==> src/rtl/imm_encoder_pkg.sv <==
// Shared types and constants for the RV32I immediate encoder.
//   imm_src_t : immediate format selector (I/S/B/U/J)
//   OPC_*     : RV32I major opcodes, for users building instruction words
//   *_MIN/MAX : representable immediate range per format
//   imm_req_t : request payload carried through the first pipeline stage
//   pack_imm  : scatter an immediate into the format's instruction bit-fields
package imm_pkg;

  localparam int unsigned XLEN  = 32;
  localparam int unsigned SRC_W = 3;
  localparam int unsigned CNT_W = 16;

  typedef enum logic [SRC_W-1:0] {
    IMM_I = 3'b000,
    IMM_S = 3'b001,
    IMM_U = 3'b010,
    IMM_B = 3'b101,
    IMM_J = 3'b110
  } imm_src_t;

  localparam logic [6:0] OPC_LOAD   = 7'b0000011;
  localparam logic [6:0] OPC_OP_IMM = 7'b0010011;
  localparam logic [6:0] OPC_AUIPC  = 7'b0010111;
  localparam logic [6:0] OPC_STORE  = 7'b0100011;
  localparam logic [6:0] OPC_LUI    = 7'b0110111;
  localparam logic [6:0] OPC_BRANCH = 7'b1100011;
  localparam logic [6:0] OPC_JALR   = 7'b1100111;
  localparam logic [6:0] OPC_JAL    = 7'b1101111;

  localparam logic signed [XLEN-1:0] IS_MIN = -32'sd2048;
  localparam logic signed [XLEN-1:0] IS_MAX =  32'sd2047;
  localparam logic signed [XLEN-1:0] B_MIN  = -32'sd4096;
  localparam logic signed [XLEN-1:0] B_MAX  =  32'sd4094;
  localparam logic signed [XLEN-1:0] J_MIN  = -32'sd1048576;
  localparam logic signed [XLEN-1:0] J_MAX  =  32'sd1048574;

  // Source kept as raw bits so illegal encodings survive to the packer.
  typedef struct packed {
    logic [SRC_W-1:0] src;
    logic [XLEN-1:0]  imm;
    logic [XLEN-1:0]  base;
  } imm_req_t;

  // Illegal formats return base untouched.
  function automatic logic [XLEN-1:0] pack_imm(input logic [SRC_W-1:0] src,
                                               input logic [XLEN-1:0]  imm,
                                               input logic [XLEN-1:0]  base);
    logic [XLEN-1:0] w;
    w = base;
    case (src)
      IMM_I: w[31:20] = imm[11:0];
      IMM_S: begin
        w[31:25] = imm[11:5];
        w[11:7]  = imm[4:0];
      end
      IMM_B: begin
        w[31]    = imm[12];
        w[30:25] = imm[10:5];
        w[11:8]  = imm[4:1];
        w[7]     = imm[11];
      end
      IMM_U: w[31:12] = imm[31:12];
      IMM_J: begin
        w[31]    = imm[20];
        w[30:21] = imm[10:1];
        w[20]    = imm[11];
        w[19:12] = imm[19:12];
      end
      default: w = base;
    endcase
    return w;
  endfunction

endpackage

==> src/rtl/imm_encoder_if.sv <==
// Request/response bus of the immediate encoder.
//   in_*  : request side (valid/ready, format, immediate, base instruction)
//   out_* : response side (valid/ready, packed instruction, error flag)
//   slave : encoder view; master : producer/consumer view
interface imm_encoder_if;
  import imm_pkg::*;

  logic             in_valid;
  logic             in_ready;
  logic [SRC_W-1:0] in_imm_src;
  logic [XLEN-1:0]  in_imm;
  logic [XLEN-1:0]  in_base;
  logic             out_valid;
  logic             out_ready;
  logic [XLEN-1:0]  out_inst;
  logic             out_err;

  modport slave (
    input  in_valid, in_imm_src, in_imm, in_base, out_ready,
    output in_ready, out_valid, out_inst, out_err
  );

  modport master (
    output in_valid, in_imm_src, in_imm, in_base, out_ready,
    input  in_ready, out_valid, out_inst, out_err
  );

endinterface

==> src/rtl/imm_encoder_range_chk.sv <==
// Combinational range check: flags immediates that the selected format
// cannot represent, and illegal format encodings.
//   imm     in  32  immediate (two's complement)
//   imm_src in  3   format selector
//   err     out 1   not representable / illegal format
module imm_range_chk
  import imm_pkg::*;
(
  input  logic [XLEN-1:0]  imm,
  input  logic [SRC_W-1:0] imm_src,
  output logic             err
);

  logic signed [XLEN-1:0] simm;
  assign simm = $signed(imm);

  always_comb begin
    err = 1'b1;
    case (imm_src)
      IMM_I, IMM_S: err = (simm < IS_MIN) || (simm > IS_MAX);
      IMM_B:        err = (simm < B_MIN) || (simm > B_MAX) || imm[0];
      IMM_J:        err = (simm < J_MIN) || (simm > J_MAX) || imm[0];
      IMM_U:        err = (imm[11:0] != 12'h000);
      default:      err = 1'b1;
    endcase
  end

endmodule

==> src/rtl/imm_encoder.sv <==
// RV32I immediate encoder: packs an immediate into the bit-fields of a base
// instruction. Two-stage valid/ready pipeline (S1: request + range check,
// S2: packed word), latency 2, throughput 1/cycle.
//   clk, rst_n : clock, asynchronous active-low reset
//   bus        : imm_encoder_if.slave request/response bus
//   err_cnt    : saturating count of errored results leaving (only when
//                IMM_ENCODER_ERR_CNT_EN is defined)
module imm_encoder
  import imm_pkg::*;
(
  input  logic           clk,
  input  logic           rst_n,
  imm_encoder_if.slave   bus
`ifdef IMM_ENCODER_ERR_CNT_EN
  ,
  output logic [CNT_W-1:0] err_cnt
`endif
);

  imm_req_t        s1_req;
  logic            s1_v;
  logic            s1_err;
  logic            s2_v;
  logic [XLEN-1:0] s2_inst;
  logic            s2_err;
  logic            s1_ready;
  logic            s2_ready;
  logic            chk_err;

  imm_range_chk u_chk (
    .imm     (bus.in_imm),
    .imm_src (bus.in_imm_src),
    .err     (chk_err)
  );

  // A stage advances when it is empty or its downstream is taking data.
  assign s2_ready     = !s2_v || bus.out_ready;
  assign s1_ready     = !s1_v || s2_ready;
  assign bus.in_ready = s1_ready;

  // Stage 1: capture request and range-check result.
  always_ff @(posedge clk or negedge rst_n) begin
    if (!rst_n) begin
      s1_v   <= 1'b0;
      s1_req <= '0;
      s1_err <= 1'b0;
    end else if (s1_ready) begin
      s1_v <= bus.in_valid;
      if (bus.in_valid) begin
        s1_req <= '{src: bus.in_imm_src, imm: bus.in_imm, base: bus.in_base};
        s1_err <= chk_err;
      end
    end
  end

  // Stage 2: packed instruction, drives the output registers.
  always_ff @(posedge clk or negedge rst_n) begin
    if (!rst_n) begin
      s2_v    <= 1'b0;
      s2_inst <= '0;
      s2_err  <= 1'b0;
    end else if (s2_ready) begin
      s2_v <= s1_v;
      if (s1_v) begin
        s2_inst <= pack_imm(s1_req.src, s1_req.imm, s1_req.base);
        s2_err  <= s1_err;
      end
    end
  end

  assign bus.out_valid = s2_v;
  assign bus.out_inst  = s2_inst;
  assign bus.out_err   = s2_err;

`ifdef IMM_ENCODER_ERR_CNT_EN
  // Count errored results as they are consumed; holds at all-ones.
  always_ff @(posedge clk or negedge rst_n) begin
    if (!rst_n) begin
      err_cnt <= '0;
    end else if (s2_v && bus.out_ready && s2_err && (err_cnt != '1)) begin
      err_cnt <= err_cnt + CNT_W'(1);
    end
  end
`endif

endmodule

==> src/flat_wrapper.sv <==
// flat-port wrapper written by rule: the top's interface ports become plain ports
module imm_encoder_flat import imm_pkg::*;
  (clk, rst_n, bus_in_valid, bus_in_imm_src, bus_in_imm, bus_in_base, bus_out_ready, bus_in_ready, bus_out_valid, bus_out_inst, bus_out_err);
  imm_encoder_if bus_i ();
  input  logic clk;
  input  logic rst_n;
  input wire logic [$bits(bus_i.in_valid)-1:0] bus_in_valid;
  input wire logic [$bits(bus_i.in_imm_src)-1:0] bus_in_imm_src;
  input wire logic [$bits(bus_i.in_imm)-1:0] bus_in_imm;
  input wire logic [$bits(bus_i.in_base)-1:0] bus_in_base;
  input wire logic [$bits(bus_i.out_ready)-1:0] bus_out_ready;
  output wire logic [$bits(bus_i.in_ready)-1:0] bus_in_ready;
  output wire logic [$bits(bus_i.out_valid)-1:0] bus_out_valid;
  output wire logic [$bits(bus_i.out_inst)-1:0] bus_out_inst;
  output wire logic [$bits(bus_i.out_err)-1:0] bus_out_err;
  assign bus_i.in_valid = bus_in_valid;
  assign bus_i.in_imm_src = bus_in_imm_src;
  assign bus_i.in_imm = bus_in_imm;
  assign bus_i.in_base = bus_in_base;
  assign bus_i.out_ready = bus_out_ready;
  assign bus_in_ready = bus_i.in_ready;
  assign bus_out_valid = bus_i.out_valid;
  assign bus_out_inst = bus_i.out_inst;
  assign bus_out_err = bus_i.out_err;
  imm_encoder u_core (.clk(clk), .rst_n(rst_n), .bus(bus_i));
endmodule
==> config.mk <==
export PLATFORM = sky130hd
export DESIGN_NAME = imm_encoder_flat
export DESIGN_NICKNAME = d
export VERILOG_FILES = /design/src/rtl/imm_encoder_pkg.sv /design/src/rtl/imm_encoder_if.sv /design/src/rtl/imm_encoder_range_chk.sv /design/src/rtl/imm_encoder.sv /design/src/flat_wrapper.sv
export SDC_FILE = /design/constraint.sdc
export NUM_CORES = 1
export LEC_CHECK = 0
export CORE_ASPECT_RATIO = 0.5
export CORE_MARGIN = 5
export CORE_UTILIZATION = 57
export CTS_BUF_LIST = sky130_fd_sc_hd__clkbuf_8
export DETAILED_ROUTE_END_ITERATION = 8
export DONT_BUFFER_PORTS = 1
export PLACE_DENSITY = 0.7
export SLEW_MARGIN = 20
export SYNTH_ARGS = -nofsm -noshare
export SYNTH_HDL_FRONTEND = slang
export SYNTH_SLANG_ARGS = --single-unit
==> constraint.sdc <==
create_clock -name clk -period 2 [get_ports clk]
set_input_delay 0.3 -clock clk [delete_from_list [all_inputs] [get_ports clk]]
set_output_delay 0.3 -clock clk [all_outputs]
set_load 0.03 [all_outputs]
Word-level counts from Yosys, hierarchy flattened
Index checks and enable logic that the tools add are counted.
{"block": "op_classes", "order_cmp": 6, "n_mux": 5, "reduce_logical": 17, "eq_ne": 8}
{"op": "$gt 32x12->1 const B", "count": 1}
{"op": "$gt 32x13->1 const B", "count": 1}
{"op": "$gt 32x21->1 const B", "count": 1}
{"op": "$lt 32x12->1 const B", "count": 1}
{"op": "$lt 32x13->1 const B", "count": 1}
{"op": "$lt 32x21->1 const B", "count": 1}
{"op": "$pmux 7 s4", "count": 1}
{"op": "$pmux 5 s3", "count": 1}
{"op": "$eq 3x3->1 const B", "count": 4}
{"op": "$reduce_bool 12->1", "count": 1}
{"op": "$pmux 5 s2", "count": 1}
{"op": "$mux 8", "count": 1}
{"op": "$logic_or 1x1->1", "count": 7}
{"op": "$eq 3x1->1 const B", "count": 2}
{"op": "$eq 3x2->1 const B", "count": 2}
{"op": "$logic_not 3->1", "count": 2}
{"op": "$reduce_or 2->1", "count": 3}
{"op": "$pmux 1 s4", "count": 1}
{"op": "$reduce_and 2->1", "count": 2}
{"op": "$logic_not 1->1", "count": 2}
{"block": "word_totals", "reg_bits": 103, "input_bits": 71}

Logic depth before layout (Yosys ltp)
{"block": "logic_depth", "depth_word": 4, "depth_mapped": 7, "ltp_nobuf": 5}

Cells and area by module
Synthesis repeated with hierarchy kept, for this count alone.
{"block": "unflattened", "cells_unflattened": 372, "hier_area_um2": 4594.4}
{"module": "imm_encoder", "area_per_inst_um2": 4377.9, "cells_per_inst": 338, "n_inst": 1}
{"module": "imm_range_chk", "area_per_inst_um2": 216.5, "cells_per_inst": 34, "n_inst": 1}

Least setup slack after synthesis
OpenSTA, ideal clock, no wires.
{"block": "synth_timing", "path_type": "register -> register", "start": "register u_core.s2_v (netlist: u_core.bus.out_valid)", "end": "register u_core.s1_err", "setup_time_ns": 0.129, "required_ns": 1.871, "slack_ns": 0.084, "t_arrival_ns": 1.788, "stages_incl_launch_ff": 7, "path_cell_list": "dfrtp_1 -> nand3b_1 -> nand2_1 -> buf_2 -> and3b_1 -> a32oi_1 -> o31ai_1"}
{"block": "synth_via", "elab_chain_len": 4}
{"item": "from (decl)", "line_no": "imm_encoder.sv:23", "rtl": "logic s2_v;"}
{"item": "from (signal assigned)", "line_no": "imm_encoder.sv:63", "rtl": "s2_v <= s1_v;"}
{"item": "$logic_not 1->1", "line_no": "imm_encoder.sv:37", "rtl": "assign s2_ready = !s2_v || bus.out_ready;"}
{"item": "$logic_or 1x1->1", "line_no": "imm_encoder.sv:37"}
{"item": "$logic_or 1x1->1", "line_no": "imm_encoder.sv:38", "rtl": "assign s1_ready = !s1_v || s2_ready;"}
{"item": "via bus_in_ready", "line_no": "flat_wrapper.sv:12", "rtl": "output wire logic [$bits(bus_i.in_ready)-1:0] bus_in_ready;"}
{"item": "$reduce_and 2->1 (no line)"}
{"item": "to (signal assigned)", "line_no": "imm_encoder.sv:51", "rtl": "s1_err <= chk_err;"}
{"item": "to (decl)", "line_no": "imm_encoder.sv:22", "rtl": "logic s1_err;"}
The timed path passes the listed nets, and every way through them passes these cells.
A chain may end at the register's enable or synchronous reset.

Worst setup path in the final report
{"block": "layout_timing", "start": "register u_core.s1_req[65] in the netlist's numbering", "end": "register u_core.s2_inst[31] (netlist: u_core.bus.out_inst[31])"}
{"block": "layout_via", "elab_chain_len": 3, "elab_cells_between_ends": 7, "classes_between": "eq/ne (4); mux (1); reduce/logical (2)"}
{"item": "from (decl)", "line_no": "imm_encoder.sv:20", "rtl": "imm_req_t s1_req;"}
{"item": "from (signal assigned)", "line_no": "imm_encoder.sv:50", "rtl": "s1_req <= '{src: bus.in_imm_src, imm: bus.in_imm, base: bus.in_base};"}
{"item": "$eq 3x1->1 or $logic_not 3->1 (tied branches)", "line_no": "imm_encoder_pkg.sv:50", "rtl": "case (src)"}
{"item": "$reduce_or 2->1 (no line)"}
{"item": "$pmux 7 s4 (*)", "line_no": "imm_encoder_pkg.sv:50"}
{"item": "to (signal assigned)", "line_no": "imm_encoder.sv:65", "rtl": "s2_inst <= pack_imm(s1_req.src, s1_req.imm, s1_req.base);"}
{"item": "to (decl)", "line_no": "imm_encoder.sv:24", "rtl": "logic [XLEN-1:0] s2_inst;"}
Mark *: on every way between the ends. The rest lies on a longest branch, timed or not.

==> results.md <==
- Vias per inst: 6.02
- DRC viols: 0
- Pre-antenna DRT Iters: 5
- F_max: 601 MHz
- Most used routing layer: met2
- Antenna violations before repair: 0
- Synth Flop Type: dfrtp_1
- Final worst slack: 336 ps
- Worst-path cell chain: inv_1 > a221oi_1 > a21oi_1 > a31oi_1 > o21ai_0
- Worst min path class: input pin to async pin
- Routability congestion estimate: 0.933
- Count of different cell masters after synthesis: 34
- Crit path buf inv count: 1
- Layout cell share with drive strength beyond 1: 29.1%
- Die W: 137 um
- Clock buffer count from CTS: 9
- Ys async rst share: 100%
- Core Box Area: 0.00791 sq mm
- Inst Count DP: 478
- Syn Nets: 446
- Vias in the first global route: 3,150
- Deepest clock path buffer count: 2
- Via count: 2,976
- Vert. Die Dim: 73.5 um
- Hold slack: -382 ps
- Met1 usage: 26.8%
- Largest net degree at the start of global routing: 104
- Peak VDD IR: 565 uV
- Root buf cell: clkbuf_8
- TritonCTS clock tree: built
- Slew Limit Fails: 0
- Total GRT Usage: 21.5%
- Slowest CP cell: dfrtp_1
- Final WL: 10,200 um
- Clock transition at path regs: 100 ps
- Synthesized cell area: 0.00459 sq mm
- Status: complete, but fails checks
- Final setup vio count: 0
- Crit-path max FO: 12
- Post-synth EDFFs: 0
- CP delay by family, top: compound AO/OA/AOI/OAI gates
- Syn Inst Count: 375
- Worst EP required: 2250 ps
- Slowest stage delay, CP: 590 ps
- Critical Path Start Type: register
- Final #Nets: 448
- Final worst-path cycle share: 83.2%
- Clk_lat worst skew: 360 ps
- H-tree lvl count: 3
- Most frequent cells in the layout: 103 x dfrtp_1, 78 x mux2_2, 34 x nand2_1
- Failing checks: negative hold slack
- Commonest non-fill, non-tap cell in the layout: dfrtp_1
- Slew headroom: 64.0%
- Yosys reg bits: 103
- Detailed placement HPWL: 7760 um
- Post-Syn Area per Cell: 12.3 sq um
- Clk sinks: 103
- Final hold vios: 103
- PortBufs: 0
- Met3 Track Usage GR: 8.55%
- Setup Buffers After CTS: 0
- # resized after CTS: 0
- Slew @ Worst Pin: 538 ps
- Clock Skew: 6.68 ps
- Grt total ovfl: 0
- P_leak: 2.10 nW
- Tmin final: 1660 ps
- Std-Cell Rows: 23
- CP Capture Type: register
- CP Class: register to register
- Area Overhead vs Synth: 7.43%
- Die ar.: 0.0101 sq mm
- Reg-to-reg setup timing slack: 340 ps
- Top Ports: 106
- PwrDens: 1060 mW/mm^2
- Critical Path AT: 1920 ps
- Maximum Capacitance Violations: 0
- Pre-CTS setup slack: 366 ps
- Final std cells w/o fill: 494
- DRT iter0 DRCs: 187
- First-pass GRT wire length: 16,600 um
- Met2 Use GR: 35.4%
- Routed len/inst: 20.7 um
- Syn. warnings: 0
- DRT antenna net count: 0
- Setup TNS: 0 ps
- Register area share after synthesis: 56.1%
- Unrepaired setup endpoints after global routing: no
- Initial Util: 58.1%
- Antenna cells: 0
-- cell families (layout without fill, tap and decap cells) --
group | Yosys count | after routing | synth area share, %
and+or+nand+nor | 88 | 88 | 9.56
AOI/OAI and AO/OA | 61 | 61 | 8.09
DFF | 103 | 103 | 56.1
buffers and inverters | 23 | 30 | 2.34
muxes | 100 | 100 | 23.9
-- cells in the mapped netlist (2+ instances only) --
cell type,n,area (sq um)
nand4_1,12,75.1
a22o_1,3,26.3
mux2i_1,22,220
nor3_1,9,45.0
or2_2,2,12.5
buf_2,11,55.1
nor4_1,6,37.5
inv_1,2,7.51
dfrtp_1,103,2580
nor2b_1,4,25.0
clkbuf_1,8,30.0
buf_4,2,15.0
nand2_1,36,135
nand2b_1,4,25.0
o22ai_1,7,43.8
o221ai_1,2,17.5
o21ai_0,25,125
nor2_1,9,33.8
mux2_2,78,878
o31ai_1,6,45.0
a21oi_1,11,55.1
-- path summary, 6_finish.rpt --
check,depth (start not counted),from,end
min reg2reg,1,u_core.s1_req[5],u_core.s1_req[5]
max in group asynchronous,0,rst_n,u_core.s1_req[51]
max,5,u_core.s1_req[65],u_core.bus.out_inst[31]
max reg2reg,5,u_core.s1_req[65],u_core.bus.out_inst[31]
min in group clk,1,bus_in_valid,u_core.s1_v
min,0,rst_n,u_core.bus.out_inst[30]
-- final cells by class --
cell class	instances	area, sq um
multi-input cells	249	1910
inverters	2	7.51
clock inverters	7	57.6
repair buffers	12	115
fillers	642	2980
flip-flops and latches	103	2580
clock buffers	9	124
well taps	112	140
-- stage by stage --
| step | hold slack [ps] | utilization [%] | power, W | instance area [sq um] |
|---|---|---|---|---|
| 3_3_place_gp | 6.90 | 60.1 | 0.00401 | 4750 |
| 4_1_cts | -398 | 62.4 | 0.00525 | 4940 |
| 6_report | -382 | 62.4 | 0.00521 | 4940 |
| 2_1_floorplan | 4.41 | - | 0.00379 | 4590 |
| 3_5_place_dp | 7.03 | 60.1 | 0.00407 | 4750 |
| 5_1_grt | -407 | 62.4 | 0.00549 | 4940 |
-- worst reg2reg max path, stage by stage, from the launching register on --
cell,delay (ps)
dfrtp_1,590
inv_1,280
a221oi_1,350
a21oi_1,70
a31oi_1,170
o21ai_0,100
-- flip-flops by register name, indices dropped and copies added, names as in the netlist --
| register | cells |
|---|---|
| u_core.bus.out_inst | 32 |
| u_core.s1_v | 1 |
| u_core.s1_req | 67 |
| u_core.s1_err | 1 |
| u_core.bus.out_err | 1 |
| u_core.bus.out_valid | 1 |
-- metal layers --
metal / vias up / routed length (um)
li1: 1381 / -
met1: 1491 / 4320
met2: 96 / 5040
met3: 8 / 772
met4: 0 / 102
met5: - / 0
-- power by group --
group / switching (W) / internal, W / total [W]
sequential: 0.000703 / 0.00246 / 0.00317
combinational: 0.000385 / 0.000468 / 0.000853
clock: 0.000724 / 0.000465 / 0.00119
total: 0.00181 / 0.00340 / 0.00521
Power figures use the tool's default switching activity.
